[src/rtl/seq_div_pkg.sv]
// Shared defaults, counter sizing and FSM state type for the sequential divider.
package seq_div_pkg;

    localparam int DIVIDEND_W_DEF = 12;
    localparam int DIVISOR_W_DEF  = 6;
    localparam int CNT_W          = $clog2(DIVIDEND_W_DEF);

    typedef enum logic [1:0] {
        IDLE = 2'd0,
        RUN  = 2'd1,
        DONE = 2'd2
    } state_t;

endpackage

[src/rtl/restoring_div_step.sv]
// One restoring-division iteration: shift in the next dividend bit,
// trial-subtract the divisor, keep the difference if it did not go negative.
module restoring_div_step #(
    parameter int DIVISOR_W = 6
) (
    input  logic [DIVISOR_W:0]   pr,
    input  logic                 q_msb,
    input  logic [DIVISOR_W-1:0] divisor,
    output logic [DIVISOR_W:0]   next_pr,
    output logic                 q_bit
);

    // pr is always below the divisor, so its top bit is zero and the wide
    // shift equals {pr[DIVISOR_W-1:0], q_msb}; using the full pr keeps every
    // input bit live.
    logic [DIVISOR_W+1:0] shifted;
    logic [DIVISOR_W+1:0] diff;

    // Shift-in, trial subtract and restore select.
    always_comb begin
        shifted = {pr, q_msb};
        diff    = shifted - {2'b00, divisor};
        q_bit   = (shifted >= {2'b00, divisor});
        next_pr = q_bit ? diff[DIVISOR_W:0] : shifted[DIVISOR_W:0];
    end

endmodule

[src/rtl/seq_unsigned_divider.sv]
// Iterative unsigned restoring divider, one quotient bit per clock.
// Optional build macro: SEQ_DIV_EARLY_EXIT_EN (fast path when dividend < divisor).
module seq_unsigned_divider
    import seq_div_pkg::*;
#(
    parameter int DIVIDEND_W = DIVIDEND_W_DEF,
    parameter int DIVISOR_W  = DIVISOR_W_DEF
) (
    input  logic                  clk,
    input  logic                  rst,
    input  logic                  start,
    input  logic [DIVIDEND_W-1:0] dividend,
    input  logic [DIVISOR_W-1:0]  divisor,
    output logic                  busy,
    output logic                  done,
    output logic [DIVIDEND_W-1:0] quotient,
    output logic [DIVISOR_W-1:0]  remainder,
    output logic                  div_by_zero
);

    localparam int CW = $clog2(DIVIDEND_W);

    state_t                state, next_state;
    logic [DIVIDEND_W-1:0] q;
    logic [DIVISOR_W:0]    pr;
    logic [DIVISOR_W-1:0]  dvs;
    logic [CW-1:0]         cnt;
    logic                  fast;
    logic                  fast_dz;

    logic                  accept;
    logic                  fast_take;
    logic [DIVISOR_W:0]    step_pr;
    logic                  step_bit;
    logic [DIVIDEND_W-1:0] q_shifted;

    restoring_div_step #(.DIVISOR_W(DIVISOR_W)) u_step (
        .pr      (pr),
        .q_msb   (q[DIVIDEND_W-1]),
        .divisor (dvs),
        .next_pr (step_pr),
        .q_bit   (step_bit)
    );

    // Acceptance and fast-path qualification of the incoming operands.
    always_comb begin
        accept    = start && (state != RUN);
        q_shifted = {q[DIVIDEND_W-2:0], step_bit};
`ifdef SEQ_DIV_EARLY_EXIT_EN
        fast_take = (divisor == '0) || (dividend < DIVIDEND_W'(divisor));
`else
        fast_take = (divisor == '0);
`endif
    end

    // State register.
    always_ff @(posedge clk or posedge rst) begin
        if (rst) state <= IDLE;
        else     state <= next_state;
    end

    // Next-state logic and status outputs.
    always_comb begin
        next_state = state;
        busy       = (state == RUN);
        done       = (state == DONE);
        case (state)
            IDLE, DONE: next_state = start ? RUN : IDLE;
            RUN:        if (cnt == '0) next_state = DONE;
            default:    next_state = IDLE;
        endcase
    end

    // Datapath: operand capture, iteration and result registers.
    // Fast paths spend a single RUN cycle with cnt=0 so their results land
    // one edge after acceptance, the same timing as a one-step division.
    always_ff @(posedge clk or posedge rst) begin
        if (rst) begin
            q           <= '0;
            pr          <= '0;
            dvs         <= '0;
            cnt         <= '0;
            fast        <= 1'b0;
            fast_dz     <= 1'b0;
            quotient    <= '0;
            remainder   <= '0;
            div_by_zero <= 1'b0;
        end else if (accept) begin
            q           <= dividend;
            pr          <= '0;
            dvs         <= divisor;
            div_by_zero <= 1'b0;
            fast        <= fast_take;
            fast_dz     <= (divisor == '0);
            cnt         <= fast_take ? '0 : CW'(DIVIDEND_W - 1);
        end else if (state == RUN) begin
            if (fast) begin
                quotient    <= fast_dz ? '1 : '0;
                remainder   <= q[DIVISOR_W-1:0];
                div_by_zero <= fast_dz;
            end else begin
                q  <= q_shifted;
                pr <= step_pr;
                if (cnt != '0) begin
                    cnt <= cnt - 1'b1;
                end else begin
                    quotient  <= q_shifted;
                    remainder <= step_pr[DIVISOR_W-1:0];
                end
            end
        end
    end

endmodule
[config.mk]
export PLATFORM = sky130hd
export DESIGN_NAME = seq_unsigned_divider
export DESIGN_NICKNAME = d
export VERILOG_FILES = /design/src/rtl/seq_div_pkg.sv /design/src/rtl/restoring_div_step.sv /design/src/rtl/seq_unsigned_divider.sv
export SDC_FILE = /design/constraint.sdc
export NUM_CORES = 1
export LEC_CHECK = 0
export BUFFER_PORTS_ARGS = -buffer_cell sky130_fd_sc_hd__buf_2
export CAP_MARGIN = 0
export CORE_UTILIZATION = 35
export CTS_BUF_LIST = sky130_fd_sc_hd__clkbuf_4 sky130_fd_sc_hd__clkbuf_8
export DETAILED_ROUTE_END_ITERATION = 10
export GPL_TIMING_DRIVEN = 0
export PLACE_DENSITY = 0.63
export SLEW_MARGIN = 10
export SYNTH_ARGS = -nofsm -noshare
export SYNTH_HDL_FRONTEND = slang
export SYNTH_SLANG_ARGS = --single-unit
[constraint.sdc]
create_clock -name clk -period 2.2 [get_ports clk]
set_input_delay 0.11 -clock clk [delete_from_list [all_inputs] [get_ports clk]]
set_output_delay 0.11 -clock clk [all_outputs]
set_load 0.005 [all_outputs]
==> results of run 1 <==
## registers in the layout, summed over array words and instances (netlist names)
register	flops
fast_dz	1
pr	7
cnt	4
div_by_zero	1
dvs	6
q	12
state	2
quotient	12
remainder	6
## synth_stat cells, types with 3 or more instances
library cell,number
clkbuf_1,9
a21o_1,3
a22oi_1,4
a21oi_1,12
o21ai_0,14
o22ai_1,6
ha_1,7
a31oi_1,10
nand2_1,56
inv_1,14
nand3_1,11
nor3_1,5
o22a_1,6
nor2_1,20
nand2b_1,3
dfrtp_1,51
## repair_timing
action / in CTS / in global routing
setup buffers: 5 / 0
hold endpoints to repair: 15 / 0
resized for setup: 15 / 23
hold buffers: 1 / 0
setup endpoints to repair: 11 / 28
pin swaps: 6 / 7
## metrics by stage
stage | setup TNS (ns) | setup WS [ns] | utilization [%]
floorplan | 0 | 0.0120 | -
global placement | -1.68 | -0.230 | 41.2
detailed placement | -2.01 | -0.275 | 41.5
CTS | 0 | 0.00146 | 44.6
global route | -0.217 | -0.0723 | 46.0
finish | 0 | 0.0197 | 46.0
## worst min-delay path by stage
stage / to / startpoint / cells past startpoint / slack, ns
2_1_floorplan: dvs[0] / divisor[0] / 2 / 0.22
3_3_place_gp: dvs[0] / divisor[0] / 3 / 0.33
3_5_place_dp: pr[1] / rst / 2 / 0.11
4_1_cts: dvs[0] / divisor[0] / 3 / 0.002
5_1_grt: dvs[0] / divisor[0] / 3 / 0.02
6_report: dvs[0] / divisor[0] / 3 / 0.003
## power groups by stage
stage | clock [W] | combinational, W | sequential, W
final | 0.000577 | 0.00321 | 0.00177
after global routing | 0.000627 | 0.00354 | 0.00184
after CTS | 0.000592 | 0.00286 | 0.00175
after detailed placement | 0 | 0.00251 | 0.00175
after global placement | 0 | 0.00243 | 0.00174
after floorplan | 0 | 0.00184 | 0.00168
## layout by cell type, fill, tap and decap left out, types with 5 or more instances in the layout
cell type / instances
o22a_1: 6
a31oi_1: 9
o22ai_1: 6
dfrtp_1: 50
buf_2: 42
buf_4: 5
nand3_1: 11
nor2_1: 19
nand2_1: 56
a21oi_1: 10
inv_1: 10
clkbuf_1: 8
clkbuf_8: 5
o21ai_0: 10
## worst register-to-register path, stage by stage, from the launching register on
cell,delay (ns)
dfrtp_1,0.40
inv_2,0.08
ha_4,0.14
inv_2,0.04
fa_2,0.39
a211oi_4,0.26
nor3b_2,0.08
or2_1,0.23
buf_6,0.16
a31oi_4,0.18
a31oi_1,0.10
## logic make-up (layout without fill, tap and decap cells)
group                    Yosys count  count (layout)  share of synthesized area, %
multiplexers                       2               2                         0.806
AND/OR/NAND/NOR                  106             106                          18.6
buffers and inverters             26              82                          4.28
AO/OA/AOI/OAI                     73              73                          19.9
adder cells (fa/ha/maj)            8               8                          4.33
XOR/XNOR                           2               2                         0.706
flip-flops                        51              51                          51.4
## routing by layer
| layer | global-route usage [%] | routed length [microns] |
|---|---|---|
| met1 | 24.4 | 2870 |
| met2 | 29.9 | 2990 |
| met3 | 3.33 | 331 |
| met4 | 3.64 | 47 |
| met5 | 0 | 0 |
## area by class of cell
cell class	instances	area share, %
Clock buffer	5	2.19
Buffer	11	1.63
Clock inverter	3	0.836
Sequential cell	51	40.7
Timing Repair Buffer	48	8.68
Multi-Input combinational cell	191	40.4
Tap cell	96	3.82
Inverter	15	1.79
==> flow_summary.json, run 1 <==
{
  "status": "complete, no violations",
  "io_buffer_count": 41,
  "ir_drop_mv": 0.517,
  "finalSetupViolCount": 0,
  "p_int_w": 0.00317,
  "stdcell_count": 420,
  "syn-cell-area_sq_um": 2480,
  "regArea_sq_um": 1280,
  "die_w_microns": 86.2,
  "power_switching_w": 0.00239,
  "rows": 30,
  "grt_use_total_pct": 17.9,
  "holdWs_ns": 0.00260,
  "synthArstFlopShare_pct": 100,
  "core_sq_um": 6830,
  "cts_htree_levels": 2,
  "worst_pin_slew_ns": 0.777,
  "synth-edff-count": 0,
  "diodes": 0,
  "grt-ovfl-total": 0,
  "power.share.sequential_pct": 31.9,
  "post-route-min-period_ns": 2.18,
  "ff2ff_path_depth": 10,
  "ios": 42,
  "hpwl_mm": 4.45,
  "syn_nets": 297,
  "end_kind": "flop",
  "dp_cells": 406,
  "design_area_sq_um": 3140,
  "vias": 2148,
  "hold_class": "in2reg",
  "nets": 352,
  "clk_path_buf_depth": 2,
  "startpoint": "q[11]",
  "path_delay_family": "compound AO/OA/AOI/OAI gates",
  "crit_cells": 10,
  "power_density_nw_per_um2": 1770,
  "p_leak_nw": 1.43,
  "place_area_sq_um": 2830,
  "multi_input_area_sq_um": 1270,
  "ant_nets": 0,
  "cts_sinks": 51,
  "max_stage_delay_ns": 0.40,
  "grt_pass1_wl_mm": 10.4,
  "r2r_start": "q[11]",
  "clkPwrFrac_pct": 10.4,
  "initial_core_util_pct": 36.3,
  "drt_pass1_iterations": 4,
  "layout-drive-gt1-share_pct": 26.5,
  "synth-seq-cells": 51,
  "ys_warn_count": 0,
  "crit_type": "reg2reg",
  "maxSlewViolCount": 0,
  "routedWlPerCell_microns": 14.9,
  "die_area_sq_um": 7430,
  "via_per_inst": 5.11,
  "cpMaxStageDelayCell": "dfrtp_1",
  "path_common_cell": "inv_2",
  "antenna_found_initial": 0,
  "syn_inst": 268,
  "synth_largest_area_cell": "dfrtp_1",
  "cap_violations": 0,
  "grt_max_degree": 37,
  "dieHeight_microns": 86.2,
  "endpoint": "pr[5]",
  "rsz0062_at_grt": "true",
  "switching_share_pct": 42.9,
  "path_buf_inv": 3,
  "num-fill-cells": 684,
  "synth.avg_cell_area_sq_um": 9.26,
  "crit_fanout": 6,
  "cts_buffers": 5,
  "timing.rr.end": "pr[5]",
  "hold_violations": 0,
  "insertion_delay_ns": 0.32,
  "synth.area.top_cells": "dfrtp_1 51%, nand2_1 8.5%, ha_1 3.5%",
  "route.detailed.drc": 0,
  "cp.arrival_ns": 2.35,
  "total_power_w": 0.00556,
  "reg2reg_slack_ns": 0.02,
  "cp_cell_sequence": "inv_2 -> ha_4 -> inv_2 -> fa_2 -> a211oi_4 -> nor3b_2 -> or2_1 -> buf_6 -> a31oi_4 -> a31oi_1",
  "synth_cell_types": 46,
  "max_freq_ghz": 0.459,
  "cts_tree": "built",
  "yosys.area.top_type_share_pct": 51.4,
  "wirelength_mm": 6.25,
  "finalCritPeriodShare_pct": 99.1,
  "skew_ns": 0.0123,
  "ys_seq_area_share_pct": 51.4,
  "slew-limit-headroom_pct": 47.7,
  "gp_congestion": 0.855,
  "drtIter0Drc": 110,
  "critPathLaunchType": "flop",
  "path_clk_slew_ns": 0.10,
  "cts-root-buf": "clkbuf_8",
  "grt_pass1_vias": 2057,
  "area_growth_pct": 26.6,
  "p_comb_share_pct": 57.7,
  "cp.required_ns": 2.37,
  "ys.flop_type": "dfrtp_1"
}
Note: power is estimated with default switching activity, not from simulation.
==> run 2: changes to the inputs <==
RECOVER_POWER = 50   (was not set)
==> flow_summary.json, run 2 (same netlist as run 1, synthesis figures left out) <==
{
  "status": "complete, no violations",
  "via_per_inst": 5.14,
  "post-route-min-period_ns": 2.18,
  "switching_share_pct": 43.0,
  "ir_drop_mv": 0.517,
  "power_switching_w": 0.00239,
  "gp_congestion": 0.855,
  "cpMaxStageDelayCell": "dfrtp_1",
  "cts_buffers": 5,
  "drtIter0Drc": 109,
  "hold_class": "in2reg",
  "final_common_cell": "nand2_1",
  "max_stage_delay_ns": 0.40,
  "crit_fanout": 6,
  "place_area_sq_um": 2830,
  "grt_use_total_pct": 17.9,
  "cts_htree_levels": 2,
  "max_freq_ghz": 0.459,
  "power.share.sequential_pct": 31.9,
  "hold_violations": 0,
  "io_buffer_count": 41,
  "area_growth_pct": 25.9,
  "insertion_delay_ns": 0.32,
  "routedWlPerCell_microns": 14.9,
  "layout-drive-gt1-share_pct": 25.9,
  "drt_pass1_iterations": 4,
  "end_kind": "flop",
  "route.detailed.drc": 0,
  "maxSlewViolCount": 0,
  "cp.arrival_ns": 2.35,
  "diodes": 0,
  "cts_tree": "built",
  "slew-limit-headroom_pct": 41.2,
  "finalSetupViolCount": 0,
  "core_sq_um": 6830,
  "ant_nets": 0,
  "hpwl_mm": 4.45,
  "rsz0062_at_grt": "true",
  "cp_cell_sequence": "inv_2 -> ha_4 -> inv_2 -> fa_2 -> a211oi_4 -> nor3b_2 -> or2_1 -> buf_6 -> a31oi_4 -> a31oi_1",
  "cp.required_ns": 2.37,
  "grt_pass1_wl_mm": 10.4,
  "num-fill-cells": 686,
  "clkPwrFrac_pct": 10.4,
  "die_area_sq_um": 7430,
  "power_density_nw_per_um2": 1780,
  "nets": 352,
  "skew_ns": 0.0129,
  "cts-root-buf": "clkbuf_8",
  "p_leak_nw": 1.43,
  "final_core_util_pct": 45.8,
  "vias": 2160,
  "initial_core_util_pct": 36.3,
  "clk_path_buf_depth": 2,
  "grt_pass1_vias": 2057,
  "antenna_found_initial": 0,
  "critPathLaunchType": "flop",
  "worst_pin_slew_ns": 0.882,
  "ios": 42,
  "finalCritPeriodShare_pct": 99.1,
  "die_w_microns": 86.2,
  "grt_max_degree": 37,
  "design_area_sq_um": 3130,
  "dieHeight_microns": 86.2,
  "path_clk_slew_ns": 0.10,
  "cap_violations": 0,
  "top_regs": "q x12, quotient x12, pr x7",
  "wirelength_mm": 6.26,
  "rows": 30,
  "p_comb_share_pct": 57.7,
  "final.setup.tns_ns": 0,
  "p_int_w": 0.00316,
  "path_common_cell": "inv_2",
  "cts_sinks": 51,
  "grt-ovfl-total": 0,
  "layout_common_cells": "56 x nand2_1, 50 x dfrtp_1, 41 x buf_2, 19 x nor2_1",
  "crit_type": "reg2reg"
}
run 2: cell count changes in the layout (fill, tap and decap cells not counted), sizes merged:
cell | previous run | this run
buf | 49 | 47
clkbuf | 14 | 16
run 2: area by class of cell:
class	instances	area (sq um)	share of cell area, %
flip-flops and latches	51	1280	40.9
multi-input cells	191	1270	40.6
repair buffers	48	256	8.21
well taps	96	120	3.84
clock buffers	5	68.8	2.20
inverters	15	56.3	1.80
plain buffers	11	51.3	1.64
clock inverters	3	26.3	0.841
run 2: worst paths after layout:
path / startpoint / endpoint / slack (ns) / depth (start not counted)
worst min-delay path: divisor[0] / dvs[0] / 0.004 / 3
min in group asynchronous: rst / quotient[3] / 0.38 / 3
max in group asynchronous: rst / quotient[8] / 0.53 / 4
worst max register to register: q[11] / pr[5] / 0.02 / 10
worst max-delay path: q[11] / pr[5] / 0.02 / 10
worst min register to register: quotient[5] / quotient[5] / 0.50 / 2
run 2: metrics by stage:
stage                     setup WS, ns  instances  total power [W]  hold WS (ns)
after floorplan                 0.0120        268          0.00352         0.215
after global placement          -0.230        405          0.00417         0.325
after detailed placement        -0.275        406          0.00426         0.109
after CTS                      0.00146        420          0.00521       0.00169
after global routing           -0.0723        420          0.00599        0.0160
final                           0.0200        420          0.00555       0.00352
run 2: timing repair:
item | CTS | global route
buffers inserted | 5 | 0
endpoints found under the setup margin | 11 | 28
resized for setup | 15 | 23
pin swaps | 6 | 7
hold endpoints to repair | 15 | 0
hold buffers | 1 | 0
gates cloned | 0 | 0
run 2: power groups by stage:
stage | clock network [W] | logic (W) | registers, W
after global placement | 0 | 0.00243 | 0.00174
after global routing | 0.000627 | 0.00353 | 0.00184
after floorplan | 0 | 0.00184 | 0.00168
final | 0.000577 | 0.00320 | 0.00177
after detailed placement | 0 | 0.00251 | 0.00175
after CTS | 0.000592 | 0.00286 | 0.00175
run 2: metal layers:
layer	vias up	global-route usage, %	routed length, microns
met5	-	0	0
met4	0	3.64	46
met3	4	3.33	336
met2	67	29.9	3000
met1	1043	24.4	2880
li1	1046	-	-
run 2: critical path, delay by kind of cell (launching register included):
kind                     cells  cell delay (ns)
buffers and inverters        3             0.28
AO/OA/AOI/OAI                3             0.53
adder cells (fa/ha/maj)      2             0.52
flip-flops                   1             0.40
AND/OR/NAND/NOR              2             0.31
==> run 3: changes to the inputs <==
ABC_AREA = 1   (was not set)
CORE_UTILIZATION = 38   (was 35)
PLACE_DENSITY = 0.66   (was 0.63)
SKIP_LAST_GASP = 1   (was not set)
==> flow_summary.json, run 3 <==
{
  "timing.rr.end": "remainder[0]",
  "multi_input_area_sq_um": 1170,
  "core_sq_um": 6790,
  "final_common_cell": "nand2_1",
  "grt_pass1_vias": 2149,
  "initial_core_util_pct": 39.4,
  "synth.area.top_cells": "dfrtp_1 48%, nand2_1 11%, inv_1 5.3%",
  "area_growth_pct": 16.7,
  "die_area_sq_um": 7390,
  "layout-drive-gt1-share_pct": 23.4,
  "crit_fanout": 10,
  "route.detailed.drc": 0,
  "synthTopCellsByCount": "78 x nand2_1, 51 x dfrtp_1, 38 x inv_1, 22 x nor2_1, 19 x o21ai_0",
  "ys.flop_type": "dfrtp_1",
  "maxSlewViolCount": 0,
  "cpMaxStageDelayCell": "dfrtp_1",
  "clk_path_buf_depth": 2,
  "die_w_microns": 86.0,
  "regArea_sq_um": 1280,
  "hold_class": "in2reg",
  "path_buf_inv": 2,
  "post_cts_buffers": 0,
  "cp_cell_sequence": "inv_1 -> ha_1 -> inv_1 -> fa_2 -> nand3_1 -> nand3_2 -> nand2_2 -> nand3_4 -> o21ai_2 -> nand2_1 -> nand2_1 -> nand2_1",
  "drtIter0Drc": 99,
  "rsz0062_at_grt": "false",
  "yosys.cell_count.top_type": "nand2_1",
  "cts_sinks": 51,
  "critPathLaunchType": "flop",
  "ios": 42,
  "max_stage_delay_ns": 0.40,
  "final.setup.tns_ns": 0,
  "hold_start": "divisor[0]",
  "syn_nets": 350,
  "ys_seq_area_share_pct": 47.6,
  "synth_largest_area_cell": "dfrtp_1",
  "r2r_start": "q[11]",
  "dp_cells": 459,
  "hpwl_mm": 4.72,
  "syn_inst": 321,
  "synthArstFlopShare_pct": 100,
  "path_delay_family": "simple AND/OR/NAND/NOR gates",
  "antenna_found_initial": 0,
  "hold_violations": 0,
  "grt_pass1_wl_mm": 10.3,
  "diodes": 0,
  "p_leak_nw": 1.50,
  "finalCritPeriodShare_pct": 89.4,
  "top_regs": "q x12, quotient x12, pr x7",
  "synth-edff-count": 0,
  "status": "complete, no violations",
  "nets": 400,
  "path_common_cell": "nand2_1",
  "place_area_sq_um": 3020,
  "cts_htree_levels": 2,
  "power_density_nw_per_um2": 502,
  "rows": 30,
  "io_buffer_count": 41,
  "min_path_cells": 3,
  "syn-cell-area_sq_um": 2680,
  "synth_cell_types": 36,
  "synth.avg_cell_area_sq_um": 8.35,
  "num-fill-cells": 671,
  "finalSetupViolCount": 0,
  "holdPathEnd": "dvs[0]",
  "cts_buffers": 5,
  "dieHeight_microns": 86.0,
  "ir_drop_mv": 0.337,
  "vias": 2220,
  "gp_congestion": 0.802,
  "via_per_inst": 4.74,
  "cts-root-buf": "clkbuf_8",
  "drt_pass1_iterations": 4,
  "synth-seq-cells": 51,
  "stdcell_count": 468,
  "ys_warn_count": 0,
  "grt_use_total_pct": 17.9,
  "grt-ovfl-total": 0,
  "insertion_delay_ns": 0.31,
  "design_area_sq_um": 3130,
  "worst_pin_slew_ns": 0.897,
  "ant_nets": 0,
  "grt_max_degree": 30,
  "crit_type": "reg2reg",
  "max_freq_ghz": 0.508,
  "post-route-min-period_ns": 1.97,
  "wirelength_mm": 6.03,
  "cts_tree": "built",
  "slew-limit-headroom_pct": 40.2,
  "yosys.area.top_type_share_pct": 47.6,
  "skew_ns": 0.0100,
  "holdWs_ns": 0.0238,
  "reg2reg_slack_ns": 0.23,
  "end_kind": "flop",
  "cp.required_ns": 2.41,
  "cp.arrival_ns": 2.18,
  "path_clk_slew_ns": 0.10,
  "layout_common_cells": "78 x nand2_1, 51 x dfrtp_1, 41 x buf_2, 38 x inv_1, 22 x nor2_1",
  "ff2ff_path_depth": 12,
  "cap_violations": 0,
  "routedWlPerCell_microns": 12.9,
  "total_power_w": 0.00157
}
[run 3: through the flow]
stage | setup slack, ns | utilization (%)
2_1_floorplan | 0.394 | -
3_3_place_gp | 0.153 | 44.2
3_5_place_dp | 0.160 | 44.5
4_1_cts | 0.137 | 46.1
5_1_grt | 0.0208 | 46.0
6_report | 0.233 | 46.0
[run 3: report_power, final]
part | total [W] | internal, W | switching (W)
registers | 0.000941 | 0.000939 | 0.00000182
logic | 0.0000483 | 0.0000177 | 0.0000307
clock network | 0.000580 | 0.000257 | 0.000323
[run 3: area by class of cell]
class,instances,share of cell area (%)
plain buffers,10,2.36
clock buffers,6,2.64
flip-flops and latches,51,40.8
clock inverters,2,0.520
multi-input cells,215,37.5
inverters,45,5.48
repair buffers,43,6.84
well taps,96,3.84
[run 3: tightest hold or removal path, stage by stage]
cell	delay [ns]
buf_2	0.09
nand2_1	0.05
nand2_1	0.05
[run 3: kinds of logic after synthesis]
kind of cell | synth area share [%]
buf+inv | 9.15
xor+xnor | 1.63
compound gates | 13.8
fa+ha+maj | 4.02
simple gates | 23.8
flops | 47.6
[run 3: routing by layer]
layer	share of wire, %	global-route usage (%)	up-vias
li1	-	-	1129
met1	46	23.9	1019
met2	48	30.1	67
met3	5.1	2.98	5
met4	1.0	4.55	0
met5	0	0	-
[run 3: worst max path at each step]
stage,from,end,slack (ns),cells past startpoint
after global placement,rst,remainder[2],0.15,2
after detailed placement,q[11],remainder[2],0.16,13
after global routing,q[11],remainder[2],0.02,13
after CTS,q[11],remainder[2],0.14,13
final,q[11],remainder[0],0.23,12
after floorplan,q[11],remainder[2],0.39,13
[run 3: repair_timing]
item | in CTS | in global routing
endpoints found under the hold margin | 22 | 0
gates resized for setup | 0 | 4
hold buffers | 1 | 0
endpoints found under the setup margin | 0 | 8
